### src/rtl/jogo_memoria_param.sv
// jogo_memoria_param: parametrised Genius memory-game controller.
// Plays back the stored sequence on leds, checks the player's repeats on
// botoes, then records one new move per round until MAX_RODADAS is reached.
// Optional feature macro: TIMEOUT_EN (per-press timeout -> FIM_TIMEOUT).
module jogo_memoria_param #(
  parameter int N_BOTOES       = 4,
  parameter int MAX_RODADAS    = 16,
  parameter int TEMPO_LED      = 1000,
  parameter int TIMEOUT_CICLOS = 5000,
  parameter int JOGADA_INICIAL = 1
) (
  input  logic                               clock,
  input  logic                               reset,
  input  logic                               iniciar,
  input  logic [N_BOTOES-1:0]                botoes,
  output logic [N_BOTOES-1:0]                leds,
  output logic                               pronto,
  output logic                               ganhou,
  output logic                               perdeu,
  output logic                               db_timeout,
  output logic [$clog2(MAX_RODADAS+1)-1:0]   db_rodada,
  output logic [$clog2(MAX_RODADAS)-1:0]     db_contagem,
  output logic [4:0]                         db_estado
);

  localparam int RW   = $clog2(MAX_RODADAS + 1);
  localparam int AW   = $clog2(MAX_RODADAS);
  localparam int TMAX = (TIMEOUT_CICLOS > TEMPO_LED) ? TIMEOUT_CICLOS : TEMPO_LED;
  localparam int TW   = $clog2(TMAX + 1);

  localparam logic [4:0] INICIAL        = 5'h00;
  localparam logic [4:0] PREPARA        = 5'h01;
  localparam logic [4:0] MOSTRA         = 5'h02;
  localparam logic [4:0] INTERVALO      = 5'h03;
  localparam logic [4:0] ESPERA_JOGADA  = 5'h04;
  localparam logic [4:0] REGISTRA       = 5'h05;
  localparam logic [4:0] COMPARA        = 5'h06;
  localparam logic [4:0] PROXIMA_JOGADA = 5'h07;
  localparam logic [4:0] ESPERA_NOVA    = 5'h08;
  localparam logic [4:0] GRAVA_NOVA     = 5'h09;
  localparam logic [4:0] PROXIMA_RODADA = 5'h0A;
  localparam logic [4:0] FIM_GANHOU     = 5'h0B;
  localparam logic [4:0] FIM_PERDEU     = 5'h0E;
  localparam logic [4:0] FIM_TIMEOUT    = 5'h0F;

  logic [4:0]          estado, prox;
  logic [RW-1:0]       rodada;
  logic [AW-1:0]       addr;
  logic [TW-1:0]       tmr;
  logic [N_BOTOES-1:0] botoes_q;
  logic [N_BOTOES-1:0] jogada;
  logic [N_BOTOES-1:0] mem [MAX_RODADAS];

  logic press, ultima, acerto, fim_led, esgotou;

  // A press is the first cycle botoes leaves all-zero; held buttons never re-trigger.
  assign press   = (|botoes) && !(|botoes_q);
  assign ultima  = (RW'(addr) == rodada - RW'(1));
  assign acerto  = (jogada == mem[addr]);
  assign fim_led = (tmr == TW'(TEMPO_LED - 1));
`ifdef TIMEOUT_EN
  assign esgotou = (tmr == TW'(TIMEOUT_CICLOS - 1));
`else
  assign esgotou = 1'b0;
`endif

  // Next-state logic; a press on the final timeout cycle takes priority.
  always_comb begin
    prox = estado;
    case (estado)
      INICIAL, FIM_GANHOU, FIM_PERDEU, FIM_TIMEOUT:
        if (iniciar) prox = PREPARA;
      PREPARA:        prox = MOSTRA;
      MOSTRA:         if (fim_led) prox = INTERVALO;
      INTERVALO:      if (fim_led) prox = ultima ? ESPERA_JOGADA : MOSTRA;
      ESPERA_JOGADA:
        if (press)        prox = REGISTRA;
        else if (esgotou) prox = FIM_TIMEOUT;
      REGISTRA:       prox = COMPARA;
      COMPARA:
        if (!acerto)                          prox = FIM_PERDEU;
        else if (!ultima)                     prox = PROXIMA_JOGADA;
        else if (rodada == RW'(MAX_RODADAS))  prox = FIM_GANHOU;
        else                                  prox = ESPERA_NOVA;
      PROXIMA_JOGADA: prox = ESPERA_JOGADA;
      ESPERA_NOVA:
        if (press)        prox = GRAVA_NOVA;
        else if (esgotou) prox = FIM_TIMEOUT;
      GRAVA_NOVA:     prox = PROXIMA_RODADA;
      PROXIMA_RODADA: prox = MOSTRA;
      default:        prox = INICIAL;
    endcase
  end

  // Control registers: state, shared cycle timer (cleared on every state change), counters.
  always_ff @(posedge clock or negedge reset) begin
    if (!reset) begin
      estado   <= INICIAL;
      tmr      <= '0;
      rodada   <= '0;
      addr     <= '0;
      botoes_q <= '0;
    end else begin
      estado   <= prox;
      botoes_q <= botoes;
      tmr      <= (prox != estado) ? '0 : tmr + TW'(1);
      case (estado)
        PREPARA: begin
          rodada <= RW'(1);
          addr   <= '0;
        end
        INTERVALO:
          if (fim_led) addr <= ultima ? '0 : addr + AW'(1);
        PROXIMA_JOGADA:
          addr <= addr + AW'(1);
        PROXIMA_RODADA: begin
          rodada <= rodada + RW'(1);
          addr   <= '0;
        end
        default: ;
      endcase
    end
  end

  // Move latch and sequence memory; contents deliberately survive reset.
  always_ff @(posedge clock) begin
    if ((estado == ESPERA_JOGADA || estado == ESPERA_NOVA) && press)
      jogada <= botoes;
    if (estado == PREPARA)
      mem[0] <= N_BOTOES'(JOGADA_INICIAL);
    else if (estado == GRAVA_NOVA)
      mem[rodada[AW-1:0]] <= jogada;
  end

  assign leds        = (estado == MOSTRA) ? mem[addr] : '0;
  assign pronto      = (estado == FIM_GANHOU) || (estado == FIM_PERDEU) || (estado == FIM_TIMEOUT);
  assign ganhou      = (estado == FIM_GANHOU);
  assign perdeu      = (estado == FIM_PERDEU) || (estado == FIM_TIMEOUT);
`ifdef TIMEOUT_EN
  assign db_timeout  = (estado == FIM_TIMEOUT);
`else
  assign db_timeout  = 1'b0;
`endif
  assign db_rodada   = rodada;
  assign db_contagem = addr;
  assign db_estado   = estado;

endmodule

### config.mk
export PLATFORM = sky130hd
export DESIGN_NAME = jogo_memoria_param
export DESIGN_NICKNAME = d
export VERILOG_FILES = /design/src/rtl/jogo_memoria_param.sv
export SDC_FILE = /design/constraint.sdc
export NUM_CORES = 1
export LEC_CHECK = 0
export BUFFER_PORTS_ARGS = -buffer_cell sky130_fd_sc_hd__buf_2
export CORE_UTILIZATION = 55
export CTS_BUF_LIST = sky130_fd_sc_hd__clkbuf_2
export DETAILED_ROUTE_END_ITERATION = 7
export GPL_TIMING_DRIVEN = 0
export PLACE_DENSITY = 0.71
export SETUP_SLACK_MARGIN = 0.15
export SLEW_MARGIN = 20
export SYNTH_ARGS = -nofsm -noshare
export SYNTH_HDL_FRONTEND = slang
export SYNTH_SLANG_ARGS = --single-unit
### constraint.sdc
create_clock -name clock -period 3.91 [get_ports clock]
set_input_delay 0.782 -clock clock [delete_from_list [all_inputs] [get_ports clock]]
set_output_delay 0.782 -clock clock [all_outputs]
set_load 0.02 [all_outputs]
==> run_results.csv <==
group,metric,value,unit
status,status,"completed",
logic_synthesis,syn_area,0.00479,mm²
critical_path,reg2reg_depth,12,
final_layout,diodes,0,
route,wl_per_cell,18.4,µm
floorplan,dieArea,0.00909,mm²
floorplan,ioPinCount,29,
worst_hold_path,hp-class,"in2async",
clock_tree,path_clk_slew,0.30,ns
power_and_ir_drop,ir_worst_vdd,165,µV
critical_path,end_kind,"output pin",
global_routing,track_usage,23.8,%
timing,fin_crit,3.48,ns
critical_path,rrSetupSlack,0.66,ns
route,via_count,3222,
critical_path,crit_type,"reg2out",
timing,slew_headroom,53.9,%
critical_path,cp_slowest_cell,"dfrtp_1",
clock_tree,cts_tree,"yes",
logic_synthesis,yosys_warnings,0,
placement,place_area,0.00506,mm²
critical_path,r2r-start,"db_rodada[0]$_DFFE_PN0P_",
logic_synthesis,yosys_most_used_dff,"edfxtp_1",
clock_tree,clkSinkCount,99,
logic_synthesis,async_flop_share,31.3,%
timing,slew_violations,0,
route,remaining_drc_errors,0,
global_routing,grt_max_degree,32,
floorplan,die_h,95.3,µm
final_layout,fill_cells,654,
floorplan,die_x,95.3,µm
final_layout,multi_input_area,0.00183,mm²
power_and_ir_drop,total_power,2.45,mW
logic_synthesis,synth_cell_type_count,54,
final_layout,area_growth,8.49,%
critical_path,crit_chain,"buf_2 > mux4_1 > mux2i_1 > mux2i_1 > nor2b_1 > buf_2",
flow_run,drv_cap,0,
power_and_ir_drop,p_leak,1.89,nW
floorplan,start_util,57.4,%
route,viasPerCell,6.02,
floorplan,core,0.00834,mm²
logic_synthesis,synth-edff-count,68,
timing,fin_skew,0.0408,ns
timing,tightest_slew,0.691,ns
clock_tree,cts_root_buf,"clkbuf_2",
clock_tree,clkLatencyLatePin,0.59,ns
route,drt_iter0_markers,188,
timing,fmax,287,MHz
placement,port_buffers,27,
timing,hold_ws,0.162,ns
global_routing,grt.overflow.total,0,
timing,hold_violations,0,
timing,grt_setup_unrepaired,"no",
floorplan,placement_rows,33,
critical_path,crit_fanout,10,
timing,setup_tns,0,ns
final_layout,fin_nets,436,
clock_tree,cts_max_level,3,
route,finalWirelength,9.85,mm
final_layout,final_cell_mix,"edfxtp_1 (68), nor2_1 (37), nand2_1 (35)",
critical_path,arrival,2.70,ns
timing,setup_viol,0,
power_and_ir_drop,powerDensity,472,mW/mm²
final_layout,layout_commonest_cell,"edfxtp_1",
route,ant_nets,0,
placement,hpwl,7.05,mm
timing,period_share,89.0,%
placement,gp_congestion,0.910,
logic_synthesis,ys_ff_latch,99,
global_routing,grt_pass1_vias,3116,
clock_tree,postCtsSetupBuffers,0,
critical_path,start_kind,"register",
global_routing,grt_antenna_before_repair,0,
logic_synthesis,synth_seq_area_share,58.8,%
clock_tree,holdBufCountCts,0,
critical_path,r2r-end,"tmr[3]$_DFF_PN0_",
final_layout,seqCellArea,0.00282,mm²
clock_tree,numCtsBuffers,9,
final_layout,drive_above_1_share,17.0,%
logic_synthesis,avgSynthCellArea,12.4,µm²
route,firstDrtPassIters,4,
critical_path,max_stage_delay,0.63,ns
logic_synthesis,synthCells,385,
clock_tree,cts_resized,0,
critical_path,worst_ep_required_time,3.13,ns
clock_tree,cts.path.max_buffers,2,
critical_path,cp-startpoint,"db_contagem[1]$_DFFE_PN0P_",
global_routing,grt_pass1_wl,15.9,mm
final_layout,stdcell_area,0.00520,mm²
[Yosys cell counts, types with 5 or more instances]
| library cell | n | area (µm²) |
|---|---|---|
| a21oi_1 | 7 | 35.0 |
| a22oi_1 | 6 | 45.0 |
| and2_1 | 5 | 31.3 |
| and3_1 | 6 | 37.5 |
| clkbuf_1 | 9 | 33.8 |
| dfrtp_1 | 31 | 776 |
| edfxtp_1 | 68 | 2040 |
| inv_1 | 10 | 37.5 |
| mux2i_1 | 21 | 210 |
| mux4_1 | 7 | 184 |
| nand2_1 | 35 | 131 |
| nand2b_1 | 5 | 31.3 |
| nand3_1 | 14 | 70.1 |
| nor2_1 | 37 | 139 |
| nor2_2 | 11 | 68.8 |
| nor3_1 | 7 | 35.0 |
| o21ai_0 | 17 | 85.1 |
| or3_1 | 5 | 31.3 |
| xnor2_1 | 12 | 105 |
| xor2_1 | 8 | 70.1 |
[how the worst max path moves through the flow]
stage                                            end  slack, ns  cells after the start
after floorplan           db_contagem[3]$_DFFE_PN0P_       1.19                     10
after detailed placement            tmr[9]$_DFF_PN0_       0.80                     12
after global routing                         leds[2]       0.35                      6
after global placement              tmr[8]$_DFF_PN0_       0.81                     12
final                                        leds[2]       0.43                      6
after CTS                                    leds[2]       0.46                      6
[critical path, delay by kind of cell, from the launching register on]
family	cells	cell delay, ns
multiplexers	3	0.79
buffers and inverters	2	0.55
flip-flops	1	0.63
AND/OR/NAND/NOR	1	0.18
[metal layers]
layer  routed length [µm]  global-route usage (%)  up-vias
li1                     -                       -     1502
met1                 4430                    33.3     1587
met2                 4700                    37.4      116
met3                  553                    4.55       17
met4                  161                    7.70        0
met5                    0                       0        -
[cell type report]
cell class | count | share of cell area [%]
Clock buffer | 9 | 0.867
Sequential cell | 99 | 54.2
Tap cell | 105 | 2.53
Timing Repair Buffer | 28 | 2.67
Clock inverter | 7 | 1.66
Multi-Input combinational cell | 259 | 35.2
Buffer | 18 | 2.14
Inverter | 10 | 0.722
[through the flow]
stage          utilization (%)  worst slack (ns)  cells
2_1_floorplan                -              1.19    386
3_3_place_gp              60.7             0.806    518
3_5_place_dp              60.7             0.802    519
4_1_cts                   62.3             0.460    535
5_1_grt                   62.3             0.350    535
6_report                  62.3             0.429    535
[sequential cells by signal, summed over array words and instances, names as in the netlist]
name and cells:
botoes_q 4, db_contagem 4, db_estado 5, db_rodada 5, jogada 4, mem 64
tmr 13
[logic make-up after synthesis]
logic type                 Yosys count  share of synthesized area [%]
muxes                               31                           9.64
adders and majority gates            4                           1.04
buffers and inverters               28                           3.11
AOI/OAI and AO/OA                   53                           7.92
DFF                                 99                           58.8
other                                1                         0.0783
and+or+nand+nor                    149                           15.7
xor gates and xnor gates            20                           3.66
[report_power, final]
| part | leakage (nW) | internal (mW) | switching (mW) |
|---|---|---|---|
| logic | 0.835 | 0.298 | 0.450 |
| clock network | 0.0796 | 0.160 | 0.363 |
| registers | 0.973 | 1.14 | 0.0411 |
| total | 1.89 | 1.60 | 0.854 |
No activity file was read; power rests on OpenSTA's default activity.
